$ cat config.mk
export PLATFORM = sky130hd
export DESIGN_NAME = tictac_board_engine
export DESIGN_NICKNAME = d
export VERILOG_FILES = /design/src/rtl/tictac_board_engine.sv
export SDC_FILE = /design/constraint.sdc
export NUM_CORES = 1
export LEC_CHECK = 0
export CELL_PAD_IN_SITES_DETAIL_PLACEMENT = 0
export CELL_PAD_IN_SITES_GLOBAL_PLACEMENT = 1
export CORE_ASPECT_RATIO = 0.8
export CORE_MARGIN = 2
export CORE_UTILIZATION = 35
export DETAILED_ROUTE_END_ITERATION = 10
export PLACE_DENSITY_LB_ADDON = 0.25
export SETUP_SLACK_MARGIN = 0.5
export SLEW_MARGIN = 20
export SYNTH_ARGS = -nofsm -noshare
export SYNTH_HDL_FRONTEND = slang
export SYNTH_SLANG_ARGS = --single-unit
$ cat constraint.sdc
create_clock -name clk -period 1.91 [get_ports clk]
set_input_delay 0.2865 -clock clk [delete_from_list [all_inputs] [get_ports clk]]
set_output_delay 0.2865 -clock clk [all_outputs]
set_load 0.02 [all_outputs]
$ cat src/rtl/tictac_board_engine.sv
// N x N tic-tac-toe engine: edge-detected moves, one-line-per-cycle win scanner,
// alternating starter and saturating per-player / tie score counters.
module tictac_board_engine #(
  parameter int N       = 3,
  parameter int POS_W   = 4,
  parameter int SCORE_W = 8
) (
  input  logic               clk,
  input  logic               rst,
  input  logic [POS_W-1:0]   cursorPos,
  input  logic               set,
  input  logic               new_game,
  output logic [2*N*N-1:0]   grid,
  output logic [SCORE_W-1:0] P1WINS,
  output logic [SCORE_W-1:0] P2WINS,
  output logic [SCORE_W-1:0] ties,
  output logic               mode,
  output logic               busy,
  output logic               game_over,
  output logic [1:0]         winner,
  output logic               move_err
);

  localparam int CELLS  = N * N;
  localparam int LINES  = 2 * N + 2;
  localparam int LINE_W = $clog2(LINES);
  localparam int MC_W   = $clog2(CELLS + 1);

  typedef enum logic [1:0] {
    PLAY  = 2'd0,
    CHECK = 2'd1,
    DONE  = 2'd2
  } state_t;

  state_t              state, state_n;
  logic [2*N*N-1:0]    grid_n;
  logic [SCORE_W-1:0]  p1_n, p2_n, ties_n;
  logic                mode_n, starter, starter_n, move_err_n;
  logic [1:0]          winner_n;
  logic [MC_W-1:0]     move_count, move_count_n;
  logic [LINE_W-1:0]   line, line_n;
  logic [1:0]          rst_sync;
  logic                rst_int;
  logic                set_q, set_edge;
  logic                in_range, line_hit;
  logic [POS_W-1:0]    pos_idx;
  logic [1:0]          target, mover;

  function automatic logic [SCORE_W-1:0] sat_inc(input logic [SCORE_W-1:0] c);
    if (c == {SCORE_W{1'b1}}) begin
      return c;
    end else begin
      return c + SCORE_W'(1);
    end
  endfunction

  // Cell index of the i-th cell of scan line k (rows, columns, diagonal, anti-diagonal).
  function automatic int cell_of(input int k, input int i);
    if (k < N) begin
      return k * N + i;
    end else if (k < 2 * N) begin
      return i * N + (k - N);
    end else if (k == 2 * N) begin
      return i * (N + 1);
    end else begin
      return (i + 1) * (N - 1);
    end
  endfunction

  // Reset: asserts asynchronously, releases after two clock edges.
  always_ff @(posedge clk or negedge rst) begin
    if (!rst) begin
      rst_sync <= 2'b00;
    end else begin
      rst_sync <= {rst_sync[0], 1'b1};
    end
  end
  assign rst_int = rst_sync[1];

  assign set_edge = set & ~set_q;
  assign mover    = {mode, ~mode};
  assign in_range = ({1'b0, cursorPos} < (POS_W + 1)'(CELLS));
  assign pos_idx  = in_range ? cursorPos : {POS_W{1'b0}};
  assign target   = grid[2*int'(pos_idx) +: 2];

  // Does the line currently addressed by the scanner belong entirely to the mover?
  always_comb begin
    line_hit = 1'b1;
    for (int i = 0; i < N; i++) begin
      if (grid[2*cell_of(int'(line), i) +: 2] != mover) begin
        line_hit = 1'b0;
      end else begin
        line_hit = line_hit;
      end
    end
  end

  // Next-state and next-output logic.
  always_comb begin
    state_n      = state;
    grid_n       = grid;
    mode_n       = mode;
    starter_n    = starter;
    move_count_n = move_count;
    line_n       = line;
    winner_n     = winner;
    move_err_n   = 1'b0;
    p1_n         = P1WINS;
    p2_n         = P2WINS;
    ties_n       = ties;

    if (new_game) begin
      // Aborting a scan leaves scores untouched; a coincident set edge is dropped.
      grid_n       = '0;
      move_count_n = '0;
      line_n       = '0;
      winner_n     = 2'b00;
      state_n      = PLAY;
      starter_n    = ~starter;
      mode_n       = ~starter;
    end else begin
      case (state)
        PLAY: begin
          if (set_edge) begin
            if (!in_range || target != 2'b00) begin
              move_err_n = 1'b1;
            end else begin
              grid_n[2*int'(pos_idx) +: 2] = mover;
              move_count_n = move_count + MC_W'(1);
              line_n       = '0;
              state_n      = CHECK;
            end
          end else begin
            state_n = PLAY;
          end
        end
        CHECK: begin
          if (line_hit) begin
            state_n  = DONE;
            winner_n = mover;
            if (mode) begin
              p2_n = sat_inc(P2WINS);
            end else begin
              p1_n = sat_inc(P1WINS);
            end
          end else if (line == LINE_W'(LINES - 1)) begin
            if (move_count == MC_W'(CELLS)) begin
              state_n  = DONE;
              winner_n = 2'b11;
              ties_n   = sat_inc(ties);
            end else begin
              mode_n  = ~mode;
              state_n = PLAY;
            end
          end else begin
            line_n = line + LINE_W'(1);
          end
        end
        DONE: begin
          state_n = DONE;
        end
        default: begin
          state_n = PLAY;
        end
      endcase
    end
  end

  // State and output registers.
  always_ff @(posedge clk or negedge rst_int) begin
    if (!rst_int) begin
      state      <= PLAY;
      grid       <= '0;
      mode       <= 1'b0;
      starter    <= 1'b0;
      move_count <= '0;
      line       <= '0;
      winner     <= 2'b00;
      move_err   <= 1'b0;
      busy       <= 1'b0;
      game_over  <= 1'b0;
      P1WINS     <= '0;
      P2WINS     <= '0;
      ties       <= '0;
      set_q      <= 1'b0;
    end else begin
      state      <= state_n;
      grid       <= grid_n;
      mode       <= mode_n;
      starter    <= starter_n;
      move_count <= move_count_n;
      line       <= line_n;
      winner     <= winner_n;
      move_err   <= move_err_n;
      busy       <= (state_n == CHECK);
      game_over  <= (state_n == DONE);
      P1WINS     <= p1_n;
      P2WINS     <= p2_n;
      ties       <= ties_n;
      set_q      <= set;
    end
  end

endmodule

Word level (Yosys, flattened, before mapping)
Index checks and enable logic that the tools add are counted.
{ "totals": {"register_bits": 61, "inputBits": 8} }
{ "classes": {"add_sub_neg": 11, "mul": 1, "magnitude_cmp": 3, "n_eq_ne": 20, "n_shift": 6, "muxes": 48, "n_bitwise": 9, "reduce_logical": 18} }
{ "ops": {"columns": ["op", "count"], "rows": [
  ["two-way mux 31 bit", 6],
  ["variable part select 18 x 32 -> 2 bit", 3],
  ["two-way mux 18 bit", 4],
  ["negator 5 -> 33 bit", 1],
  ["variable shift 2 x 33 -> 18 bit (first input constant)", 1],
  ["variable part select 2 x 33 -> 18 bit", 1],
  ["adder 8 x 1 -> 8 bit (second input constant)", 3],
  ["equality test 8 bit (second input constant)", 3],
  ["two-way mux 2 bit", 12],
  ["two-way mux 4 bit", 6],
  ["bitwise mux 18 bit", 1],
  ["variable part select 18 x 6 -> 2 bit", 1],
  ["two-way mux 3 bit", 5],
  ["AND reduction 5 bit", 3],
  ["two-way mux 1 bit", 12],
  ["inequality test 3 bit (second input constant)", 4],
  ["nonzero test 2 bit", 5],
  ["nonzero test 3 bit", 3],
  ["inverter 1 bit", 8],
  ["adder 5 x 1 -> 6 bit (second input constant)", 1],
  ["adder 5 x 2 -> 6 bit (second input constant)", 1],
  ["inequality test 2 bit", 3],
  ["inequality test 2 bit (second input constant)", 3],
  ["one-hot mux 2 bit (3 select lines)", 1],
  ["22 further kinds", 25]
]} }

Longest topological paths before layout
Gate-level depths: netlist (run 1).
{ "depth": {"depth_word": 13, "ltp_mapped": 17, "ltp_nobuf": 14} }

Least setup slack after synthesis (run 1)
OpenSTA, ideal clock, no wires.
{ "synth_path": {"path_kind": "reg2reg", "from": "register line[2]", "to": "register P2WINS[1]", "setup_ns": 0.125, "arrival_time_ns": 3.596, "required_ns": 1.785, "slack_ns": -1.811, "path_stages_with_launch": 15, "path_buffers": 2, "synth_period_minus_slack_ns": 3.721, "path_cell_list": "dfrtp_1 clkbuf_1 inv_1 ha_1 inv_1 ha_1 a21oi_1 a22o_1 mux2_2 o21a_1 a2111oi_2 nand4bb_1 buf_2 nor2_1 mux2_2"} }
{ "synth_between": {"elab_chain_len": 10, "elab_cells_between_ends": 27, "classes_between": "5 x add/sub; 1 x mul; 2 x order compare; 4 x eq/ne; 3 x shift; 11 x mux; 1 x reduce/logical"} }
{ "synth_lines": {"columns": ["item", "line_no", "text"], "rows": [
  ["start: declaration", "41", "logic [LINE_W-1:0] line, line_n;"],
  ["start signal: assignment", "192", "line <= line_n;"],
  ["branches (longest 8 deep; another with adder 5 x 1 -> 6 bit)", null, null],
  ["two-way mux 1 bit *", "90", "if (grid[2*cell_of(int'(line), i) +: 2] != mover) begin"],
  ["AND reduction 5 bit (no source line) *", null, null],
  ["end signal: assignment", "198", "P2WINS <= p2_n;"],
  ["end: declaration", "15", "output logic [SCORE_W-1:0] P2WINS,"]
]} }
Mark *: on every way between the ends.
A chain may end at the register's enable or synchronous reset.

Worst setup path after layout (run 1)
{ "layout_path": {"from": "register line[1]", "to": "register P2WINS[7]"} }
The elaborated chain is that of the path after synthesis.

==> metrics.md, run 1 <==
| Metric | Value |
|---|---|
| Syn Std Cell Area | 0.00435 sq mm |
| Peak supply drop | 498 uV |
| Cts bufs inserted | 9 |
| Synth-to-Final Area Change | 59.8% |
| LEAKAGE | 0.00325 uW |
| Crit share post-route | 190% |
| Worst-Skew Late Latency | 0.33 ns |
| DR vias | 4488 |
| Area of the core | 0.0122 sq mm |
| CTS max path bufs | 2 |
| H-Tree Level Count | 3 |
| Asr flop ratio synth | 100% |
| Router iterations before antenna repair | 5 |
| Syn avg cell area | 8.88 sq um |
| Max stage delay on crit path | 0.64 ns |
| Slew HR | 66.7% |
| Post-DP HPWL | 10700 um |
| Top FF cell, synth | dfrtp_1 |
| Max Slew Vio Count | 0 |
| Total power draw | 4760 uW |
| Post-Synthesis Cells | 490 |
| Vias in the first global route | 4387 |
| Iter 0 DRT Violations | 263 |
| Status | finished with violations |
| CP required | 2.12 ns |
| Final wirelength | 14600 um |
| Die area | 0.0133 sq mm |
| Worst slew pin tran | 0.495 ns |
| Crit path launch | line[1]$_DFFE_PN0P_ |
| Post-Syn Nets | 520 |
| Hold Vio Cnt, Final | 0 |
| R2R cell count | 10 |
| First-pass GRT wire length | 23100 um |
| Worst setup EP type | flip-flop |
| N_diodes | 0 |
| Remaining antenna violation count | 0 |
| Tightest Hold Check Type | in -> async |
| Setup Viol. Count Final | 56 |
| Fraction of layout cells with a size suffix above 1 | 43.0% |
| EDFF count, synth | 0 |
| WL/cell | 17.4 um |
| Pre-CTS worst setup slack | -1.76 ns |
| Vias per std cell | 5.37 |
| Congestion Overflow GR | 0 |
| Final Worst Setup Slack | -1.72 ns |
| Yosys reg bits | 61 |
| RR Startpoint | line[1]$_DFFE_PN0P_ |
| FF-to-FF setup slack | -1.72 ns |
| Filler cells | 1065 |
| Unrepaired setup endpoints after global routing | true |
| Largest fanout on the critical path | 4 |
| Count of input and output buffers | 55 |
| Startpoint types | flip-flop |
| # rows | 36 |
| DRC errors left | 0 |
| Sequential area share after synthesis | 35.1% |
| Max Clk Rate | 0.276 GHz |
| Initial Util | 35.8% |
| Layout Nets | 708 |
| Total negative slack | -60.71 ns |
| Power density over the cells | 684 mW/mm^2 |
| Crit-path most repeated cell | ha_4 |
| Placer Congestion | 0.948 |
| Die Width | 129 um |
| Synth warn | 0 |
| Slowest-stage cell, CP | fa_2 |
| CTS clk-pin slew, worst paths | 0.05 ns |
| Cell breakdown of the critical path | ha_4 > fa_2 > ha_4 > a22o_4 > mux2_2 > o21a_1 > a2111oi_4 > nand4bb_1 > or4b_1 > xnor2_1 |
| Crit Reg-Reg Endpoint | P2WINS[7]$_DFFE_PN0P_ |
| Clk_skew | 0.00774 ns |
| Global-route usage over all layers | 21.8% |
| Initial antenna violation count | 0 |
| CTS tree | built |
| Die H | 104 um |
| Top Ports | 56 |
| Clock sink count | 61 |
| Largest net degree at the start of global routing | 60 |
| Final Critical Period | 3.63 ns |
| Failing checks | negative setup slack |
| Max cap viols | 0 |
| Worst EP arrival | 3.83 ns |
| CTS Root Cell | clkbuf_16 |
| Critical path class | reg -> reg |
| Yosys cell types | 64 |
[cells in the final DEF, fill, tap and decap left out, types with 8 or more instances in the layout]
master         instances
nor2_1                36
xor2_1                11
xnor2_1               17
nor3_1                10
mux2i_1               12
nand2_1               30
dfrtp_1               48
buf_2                 18
buf_6                 22
buf_4                121
o21ai_0               11
nor3b_1                8
a21oi_1               16
nand3_1               13
dfrtp_2               13
nand4_1               10
a21oi_2                8
inv_1                 18
clkbuf_16             10
and3_1                10
ha_1                  17
dlygate4sd2_1         24
[worst max path at each step]
stage,end,cells after the start
2_1_floorplan,P2WINS[7]$_DFFE_PN0P_,10
3_3_place_gp,ties[1]$_DFFE_PN0P_,12
3_5_place_dp,ties[1]$_DFFE_PN0P_,12
4_1_cts,line[1]$_DFFE_PN0P_,11
5_1_grt,P2WINS[7]$_DFFE_PN0P_,10
6_report,P2WINS[7]$_DFFE_PN0P_,10
[layout make-up]
| type | instances | area [sq um] | area share (%) |
|---|---|---|---|
| Clock buffer | 11 | 243 | 3.49 |
| Timing Repair Buffer | 201 | 1660 | 23.9 |
| Sequential cell | 61 | 1540 | 22.2 |
| Clock inverter | 5 | 58.8 | 0.846 |
| Inverter | 20 | 77.6 | 1.12 |
| Multi-Input combinational cell | 385 | 3180 | 45.7 |
| Tap cell | 152 | 190 | 2.74 |
[what timing repair did]
item,in CTS,in global routing
setup buffers,11,4
setup endpoints to repair,105,65
pin swaps,16,37
gates resized for setup,162,60
hold buffers,0,0
cloned,0,1
[layer usage]
metal	GRT usage, %	wire length, um	vias to the layer above	part of all wire (%)
li1	-	-	2172	-
met1	33.1	7090	2201	49
met2	33.1	6730	105	46
met3	3.15	643	10	4.4
met4	3.96	110	0	0.75
met5	0	0	-	0
[critical path, delay by kind of cell, from the launching register on]
family / cells / cell delay [ns]
adder cells (fa/ha/maj): 3 / 1.04
AND/OR/NAND/NOR: 2 / 0.85
AO/OA/AOI/OAI: 3 / 0.75
flip-flops: 1 / 0.43
multiplexers: 1 / 0.29
XOR/XNOR: 1 / 0.15
[metrics by stage]
step	area (sq um)	util, %	std cells	hold WS (ns)
global placement	6190	50.9	803	0.284
global route	6950	57.2	835	0.125
finish	6950	57.2	835	0.126
detailed placement	6190	50.9	803	0.285
CTS	6680	54.9	830	0.119
floorplan	4610	-	490	-0.00909
[registers in the layout, summed over array words and instances, names as in the netlist]
signal / flops
grid: 18
P1WINS: 8
P2WINS: 8
ties: 8
move_count: 4
line: 3
rst_sync: 2
state: 2
winner: 2
busy: 1
game_over: 1
mode: 1
move_err: 1
set_q: 1
starter: 1
[synthesized netlist by cell type, drive strengths merged (5+ instances only)]
| cell type | count | area (sq um) |
|---|---|---|
| nand3 | 22 | 110 |
| buf | 12 | 70.1 |
| xor2 | 12 | 105 |
| clkbuf | 12 | 45.0 |
| dfrtp | 61 | 1530 |
| a22o | 6 | 52.6 |
| nor2b | 7 | 43.8 |
| mux2 | 6 | 67.6 |
| a22oi | 6 | 45.0 |
| nor2 | 42 | 158 |
| a21oi | 25 | 125 |
| xnor2 | 20 | 175 |
| mux2i | 14 | 140 |
| ha | 21 | 263 |
| o21ai | 23 | 115 |
| and3 | 15 | 93.8 |
| a31oi | 9 | 56.3 |
| nor3 | 17 | 85.1 |
| inv | 20 | 75.1 |
| nand4 | 10 | 62.6 |
| nand2b | 6 | 37.5 |
| a211oi | 5 | 37.5 |
| nand2 | 40 | 158 |
| nor4b | 5 | 43.8 |
| nor3b | 9 | 67.6 |
[report_power, final]
part / leakage (uW) / switching (uW) / internal [uW]
sequential: 0.000817 / 30.8 / 1330
combinational: 0.00229 / 888 / 860
clock: 0.000142 / 600 / 1050
[cells by family (layout without fill, tap and decap cells)]
kind of cell,after synthesis,in the layout,share of synthesized area (%)
simple gates,199,199,24.6
fa+ha+maj,22,22,6.50
other cells,1,1,0.0862
xor+xnor,32,32,6.44
flops,61,61,35.1
compound gates,108,108,16.6
buf+inv,44,237,4.37
mux,23,23,6.33
(Power assumes the default switching activity.)
==> inputs of run 2 (changes only) <==
==> constraint.sdc (replaced) <==
create_clock -name clk -period 3.2 [get_ports clk]
set_input_delay 0.48 -clock clk [delete_from_list [all_inputs] [get_ports clk]]
set_output_delay 0.48 -clock clk [all_outputs]
set_load 0.02 [all_outputs]
==> run 2 against run 1 <==
  * The run still ends with negative setup slack left
  * Maximum frequency up 2.4%
  * Power decreased by 40%
  * Core utilization is 5.3 points lower
  * Highest routed layer unchanged
==> metrics.md, run 2 (synthesized netlist as in run 1, its figures left out) <==
| Metric | Value |
|---|---|
| Status | finished with violations |
| Failing checks | negative setup slack |
| Worst EP arrival | 3.76 ns (-0.07 ns) |
| Max Slew Vio Count | 0 (unchanged) |
| Top Ports | 56 (unchanged) |
| Vias per std cell | 5.51 (+2.6%) |
| Worst hold slack | 0.299 ns (+0.174 ns) |
| Die area | 0.0133 sq mm (unchanged) |
| WL/cell | 17.4 um (-0.29%) |
| Die Width | 129 um (unchanged) |
| Final Worst Setup Slack | -0.340 ns (+1.38 ns) |
| Vias in the first global route | 4098 (-6.6%) |
| Synth-to-Final Area Change | 45.0% |
| Commonest non-fill, non-tap cell in the layout | buf_4 |
| Register bank with the most flops | grid |
| Most frequent cells in the layout | buf_4, dfrtp_1, clkdlybuf4s50_1, nor2_1, nand2_1 |
| Congestion Overflow GR | 0 (unchanged) |
| N_diodes | 0 (unchanged) |
| CP required | 3.42 ns (+1.30 ns) |
| Post-route cell area | 0.00631 sq mm (-9.3%) |
| Initial Util | 35.8% (unchanged) |
| Die H | 104 um (unchanged) |
| Critical path class | reg -> reg |
| Max cap viols | 0 (unchanged) |
| Total power draw | 2860 uW (-40%) |
| LEAKAGE | 0.00266 uW (-18%) |
| Startpoint types | flip-flop |
| CTS Root Cell | clkbuf_16 |
| Max Clk Rate | 0.283 GHz (+2.4%) |
| Worst-Skew Late Latency | 0.34 ns (about the same) |
| Hold Vio Cnt, Final | 0 (unchanged) |
| Clk_skew | 0.00728 ns (-0.000464 ns) |
| First-pass GRT wire length | 22100 um (-4.3%) |
| Tightest Hold Check Type | in -> async |
| Setup Viol. Count Final | 34 (-39%) |
| CTS Hold Bufs | 0 (unchanged) |
| Layout Nets | 647 (-8.6%) |
| Remaining antenna violation count | 0 (unchanged) |
| H-Tree Level Count | 3 (unchanged) |
| Slew HR | 43.9% (-23 points) |
| Crit share post-route | 111% (-79 points) |
| Initial antenna violation count | 0 (unchanged) |
| Unrepaired setup endpoints after global routing | true |
| Peak supply drop | 320 uV (-36%) |
| DRC errors left | 0 (unchanged) |
| Placer Congestion | 0.911 (-3.9%) |
| FF-to-FF setup slack | -0.34 ns (+1.38 ns) |
| Final Critical Period | 3.54 ns (-0.0859 ns) |
| CTS clk-pin slew, worst paths | 0.06 ns (about the same) |
| Global-route usage over all layers | 21.1% (-0.72 points) |
| DR vias | 4268 (-4.9%) |
| Area of the core | 0.0122 sq mm (unchanged) |
| Power density over the cells | 453 mW/mm^2 (-34%) |
| Worst slew pin tran | 0.841 ns (+0.347 ns) |
| Router iterations before antenna repair | 6 (+1) |
| Clock sink count | 61 (unchanged) |
| Worst setup EP type | flip-flop |
| CTS max path bufs | 2 (unchanged) |
| Largest fanout on the critical path | 3 (-1) |
| # rows | 36 (unchanged) |
| RR Startpoint | line[0]$_DFFE_PN0P_ |
| Count of input and output buffers | 55 (unchanged) |
| Crit path launch | line[0]$_DFFE_PN0P_ |
| Final wirelength | 13500 um (-7.6%) |
| Iter 0 DRT Violations | 372 (+41%) |
| Largest net degree at the start of global routing | 40 (-33%) |
| Cts bufs inserted | 9 (unchanged) |
| CTS tree | built |
| Placed Area | 0.00566 sq mm (-8.5%) |
| Post-DP HPWL | 10100 um (-5.6%) |
| Max reg flops | 18 (unchanged) |
| Fin util | 51.9% (-5.3 points) |
| Fraction of layout cells with a size suffix above 1 | 26.8% (-16 points) |
[run 2: changes by cell type in the layout (fill, tap and decap cells not counted), moves of 7 or more]
cell | previous run | this run
dfrtp_1 | 48 | 58
dlygate4sd2_1 | 24 | 1
buf_4 | 121 | 75
o21ai_0 | 11 | 18
clkdlybuf4s50_1 | 5 | 54
dfrtp_2 | 13 | 3
nand2_1 | 30 | 37
buf_6 | 22 | 8
buf_2 | 18 | 0
[run 2: final cells by class]
class | count | area [sq um]
fillers | 1155 | 5850
multi-input cells | 385 | 2940
flip-flops and latches | 61 | 1530
repair buffers | 140 | 1240
clock buffers | 9 | 225
well taps | 152 | 190
clock inverters | 7 | 105
inverters | 20 | 75.1
[run 2: final timing paths]
| path | end | depth (start not counted) |
|---|---|---|
| setup / recovery | P2WINS[1]$_DFFE_PN0P_ | 12 |
| hold / removal | rst_sync[0]$_DFF_PN0_ | 1 |
| setup reg to reg | P2WINS[1]$_DFFE_PN0P_ | 12 |
| hold reg to reg | rst_sync[1]$_DFF_PN0_ | 0 |
| max in group asynchronous | grid[12]$_DFFE_PN0P_ | 1 |
| min in group clk | rst_sync[1]$_DFF_PN0_ | 0 |
[run 2: power by group]
group | switching, uW | internal [uW] | total, uW
Clock | 395 | 695 | 1090
Combinational | 477 | 450 | 927
Sequential | 44.8 | 794 | 839
[run 2: critical path, cell delays in order, from the launching register on]
cell and delay (ns):
dfrtp_1 0.42, ha_4 0.19, fa_2 0.61, ha_4 0.21
a22o_4 0.25, mux2_2 0.28, o21a_1 0.20, a2111oi_4 0.30
nand4bb_1 0.24, buf_4 0.21, buf_6 0.12, nor2_4 0.09
mux2_4 0.30
[run 2: timing repair]
action                                 4_1_cts  5_1_grt
setup endpoints to repair                   44       45
buffers inserted                             6        3
pin swaps                                   15       15
resized for setup                           40       18
endpoints found under the hold margin        0        0
[run 2: routing by layer]
layer / track usage (%) / wire (um)
met2: 29.9 / 6000
met4: 3.88 / 96
met3: 4.49 / 739
met5: 0 / 0
met1: 32.9 / 6640
[run 2: stage by stage]
stage / instances / setup slack [ns] / setup TNS, ns
2_1_floorplan: 490 / -0.257 / -4.28
3_3_place_gp: 749 / -0.332 / -7.80
3_5_place_dp: 749 / -0.365 / -8.53
6_report: 774 / -0.340 / -8.94
5_1_grt: 774 / -0.470 / -13.60
4_1_cts: 771 / -0.268 / -6.09
==> inputs of run 3 (changes only) <==
--- a/config.mk
+++ b/config.mk
@@ -10,8 +10,10 @@
 export CORE_ASPECT_RATIO = 0.8
 export CORE_MARGIN = 2
 export CORE_UTILIZATION = 35
+export CTS_CLUSTER_SIZE = 12
 export DETAILED_ROUTE_END_ITERATION = 10
 export PLACE_DENSITY_LB_ADDON = 0.25
+export REMOVE_ABC_BUFFERS = 1
 export SETUP_SLACK_MARGIN = 0.5
 export SLEW_MARGIN = 20
 export SYNTH_ARGS = -nofsm -noshare
==> run 3 against run 2 <==
  * The flow still finishes with violations (negative setup slack)
  * Clock power down 8%
  * Worst hold slack better by 0.0058 ns
  * Clock skew grew 0.00091 ns
  * Critical path depth grew 3
  * Power shrank 0.33%
  * Core utilization grew 2.1 points
  * Maximum frequency fell by 3.0%
  * First-iteration DRC count is 21% lower
  * Count of clock-buffer cells in the layout rose by 3
  * Die area stayed put
  * Critical endpoint is now mode$_DFFE_PN0P_
  * Largest power group is now combinational logic
  * Highest routed layer unchanged
==> metrics.md, run 3 (synthesized netlist as in run 1, its figures left out) <==
| Metric | Value |
|---|---|
| Layout Nets | 662 (+2.3%) |
| Vias per std cell | 5.48 (-0.65%) |
| Count of input and output buffers | 55 (unchanged) |
| LEAKAGE | 0.00279 uW (+4.8%) |
| Setup Viol. Count Final | 34 (unchanged) |
| Router iterations before antenna repair | 5 (-1) |
| # rows | 36 (unchanged) |
| Failing checks | negative setup slack |
| N_diodes | 0 (unchanged) |
| Initial Util | 35.8% (unchanged) |
| Peak supply drop | 281 uV (-12%) |
| Top Ports | 56 (unchanged) |
| Total power draw | 2850 uW (-0.33%) |
| FF-to-FF setup slack | -0.45 ns (-0.11 ns) |
| Filler cells | 1079 (-6.6%) |
| P_sw | 879 uW (-4.0%) |
| Die area | 0.0133 sq mm (unchanged) |
| Clk_skew | 0.00819 ns (+0.000910 ns) |
| Sw Ratio | 30.9% (-1.2 points) |
| Final wirelength | 13800 um (+2.6%) |
| RR Startpoint | line[1]$_DFFE_PN0P_ |
| CTS max path bufs | 2 (unchanged) |
| R2R cell count | 15 (+3) |
| CTS Hold Bufs | 0 (unchanged) |
| Internal Power | 1970 uW (+1.4%) |
| Synth-to-Final Area Change | 50.8% |
| CTS tree | built |
| DRC errors left | 0 (unchanged) |
| Max reg flops | 18 (unchanged) |
| Area of the core | 0.0122 sq mm (unchanged) |
| Register bank with the most flops | grid |
| Die H | 104 um (unchanged) |
| Remaining antenna violation count | 0 (unchanged) |
| CTS clk-pin slew, worst paths | 0.06 ns (about the same) |
| Initial antenna violation count | 0 (unchanged) |
| Power density over the cells | 434 mW/mm^2 (-4.2%) |
| Startpoint types | flip-flop |
| Placer Congestion | 0.922 (+1.1%) |
| Slew HR | 37.3% (-6.6 points) |
| Commonest non-fill, non-tap cell in the layout | buf_4 |
| CP required | 3.41 ns (about the same) |
| Worst EP arrival | 3.86 ns (+0.10 ns) |
| Worst slew pin tran | 0.928 ns (+0.0869 ns) |
| Cts bufs inserted | 9 (unchanged) |
| Post-DP HPWL | 10100 um (about the same) |
| Worst-Skew Late Latency | 0.33 ns (about the same) |
| Global-route usage over all layers | 20.9% (-0.18 points) |
| Unrepaired setup endpoints after global routing | true |
| First-pass GRT wire length | 22000 um (-0.19%) |
| Max cap viols | 0 (unchanged) |
| WL/cell | 17.5 um (+0.79%) |
| Clock sink count | 61 (unchanged) |
| Congestion Overflow GR | 0 (unchanged) |
| Critical path class | reg -> reg |
| Logic gate share of total power | 35.9% (+3.4 points) |
| Final Critical Period | 3.65 ns (+0.109 ns) |
| Largest net degree at the start of global routing | 47 (+18%) |
| Most frequent cells in the layout | buf_4, dfrtp_1, clkdlybuf4s50_1, nor2_1, nand2_1 |
| Largest fanout on the critical path | 4 (+1) |
| Worst setup EP type | flip-flop |
| Clock power share | 35.1% (-3.1 points) |
| Max Clk Rate | 0.274 GHz (-3.0%) |
| Iter 0 DRT Violations | 293 (-21%) |
| Total negative slack | -11.61 ns (-2.67 ns) |
| DR vias | 4317 (+1.1%) |
| Reg power frac | 29.0% (-0.4 points) |
| H-Tree Level Count | 3 (unchanged) |
| CTS Root Cell | clkbuf_16 |
| Status | finished with violations |
| Die Width | 129 um (unchanged) |
| Hold Vio Cnt, Final | 0 (unchanged) |
| Fraction of layout cells with a size suffix above 1 | 31.0% (+4.1 points) |
| Final Worst Setup Slack | -0.449 ns (-0.109 ns) |
| Crit share post-route | 114% (+3.4 points) |
| Vias in the first global route | 4098 (unchanged) |
| Crit Reg-Reg Endpoint | mode$_DFFE_PN0P_ |
| Max Slew Vio Count | 0 (unchanged) |
| Tightest Hold Check Type | in -> async |
[run 3: repair_timing]
| action | CTS | global route |
|---|---|---|
| pin swaps | 32 | 28 |
| setup endpoints to repair | 42 | 47 |
| gates cloned | 2 | 0 |
| resized for setup | 63 | 42 |
| setup buffers | 7 | 6 |
[run 3: through the flow]
stage                     std cells  hold slack [ns]  area [sq um]  utilization [%]  worst slack, ns
after global routing            788            0.308          6560             54.0           -0.540
after detailed placement        758            0.336          5630             46.3           -0.548
after CTS                       782            0.300          6310             51.9           -0.374
after global placement          758            0.340          5630             46.3           -0.535
final                           788            0.305          6560             54.0           -0.449
after floorplan                 466            0.184          4240                -            -1.24
[run 3: final cells by class]
cell class,count,area (sq um),share of cell area (%)
Tap cell,152,190,2.90
Sequential cell,61,1530,23.3
Inverter,20,78.8,1.20
Clock buffer,12,267,4.06
Timing Repair Buffer,155,1400,21.4
Multi-Input combinational cell,385,3050,46.5
Clock inverter,3,43.8,0.667
[run 3: power groups by stage]
stage / registers [uW] / clock network, uW / logic (uW)
floorplan: 866 / 0 / 398
global placement: 836 / 0 / 810
detailed placement: 837 / 0 / 814
CTS: 825 / 1020 / 922
global route: 831 / 1050 / 1100
finish: 825 / 998 / 1020
[run 3: worst max-delay path: stages (launching register included)]
cell,delay (ns)
dfrtp_2,0.43
ha_4,0.19
fa_2,0.59
buf_6,0.12
xnor2_2,0.10
a22o_1,0.19
o21ai_1,0.08
or4_4,0.49
a31oi_1,0.18
buf_4,0.16
and3_4,0.17
and4b_2,0.31
buf_4,0.14
buf_6,0.09
nor4_1,0.04
o31a_1,0.27
[run 3: per-layer routing]
layer | wire length [um] | GRT usage (%) | vias to the layer above | share of wire (%)
met5 | 0 | 0 | - | 0
met4 | 116 | 4.19 | 0 | 0.84
met3 | 510 | 3.46 | 12 | 3.7
met2 | 6070 | 29.8 | 90 | 44
met1 | 7130 | 32.9 | 2137 | 52
li1 | - | - | 2078 | -
[run 3: how the worst max path moves through the flow]
stage | from | endpoint | cells past startpoint
after floorplan | line[0]$_DFFE_PN0P_ | P2WINS[7]$_DFFE_PN0P_ | 12
after global placement | line[1]$_DFFE_PN0P_ | P2WINS[7]$_DFFE_PN0P_ | 12
after detailed placement | line[0]$_DFFE_PN0P_ | P1WINS[6]$_DFFE_PN0P_ | 13
after CTS | line[1]$_DFFE_PN0P_ | line[1]$_DFFE_PN0P_ | 11
after global routing | line[1]$_DFFE_PN0P_ | mode$_DFFE_PN0P_ | 16
final | line[1]$_DFFE_PN0P_ | mode$_DFFE_PN0P_ | 15
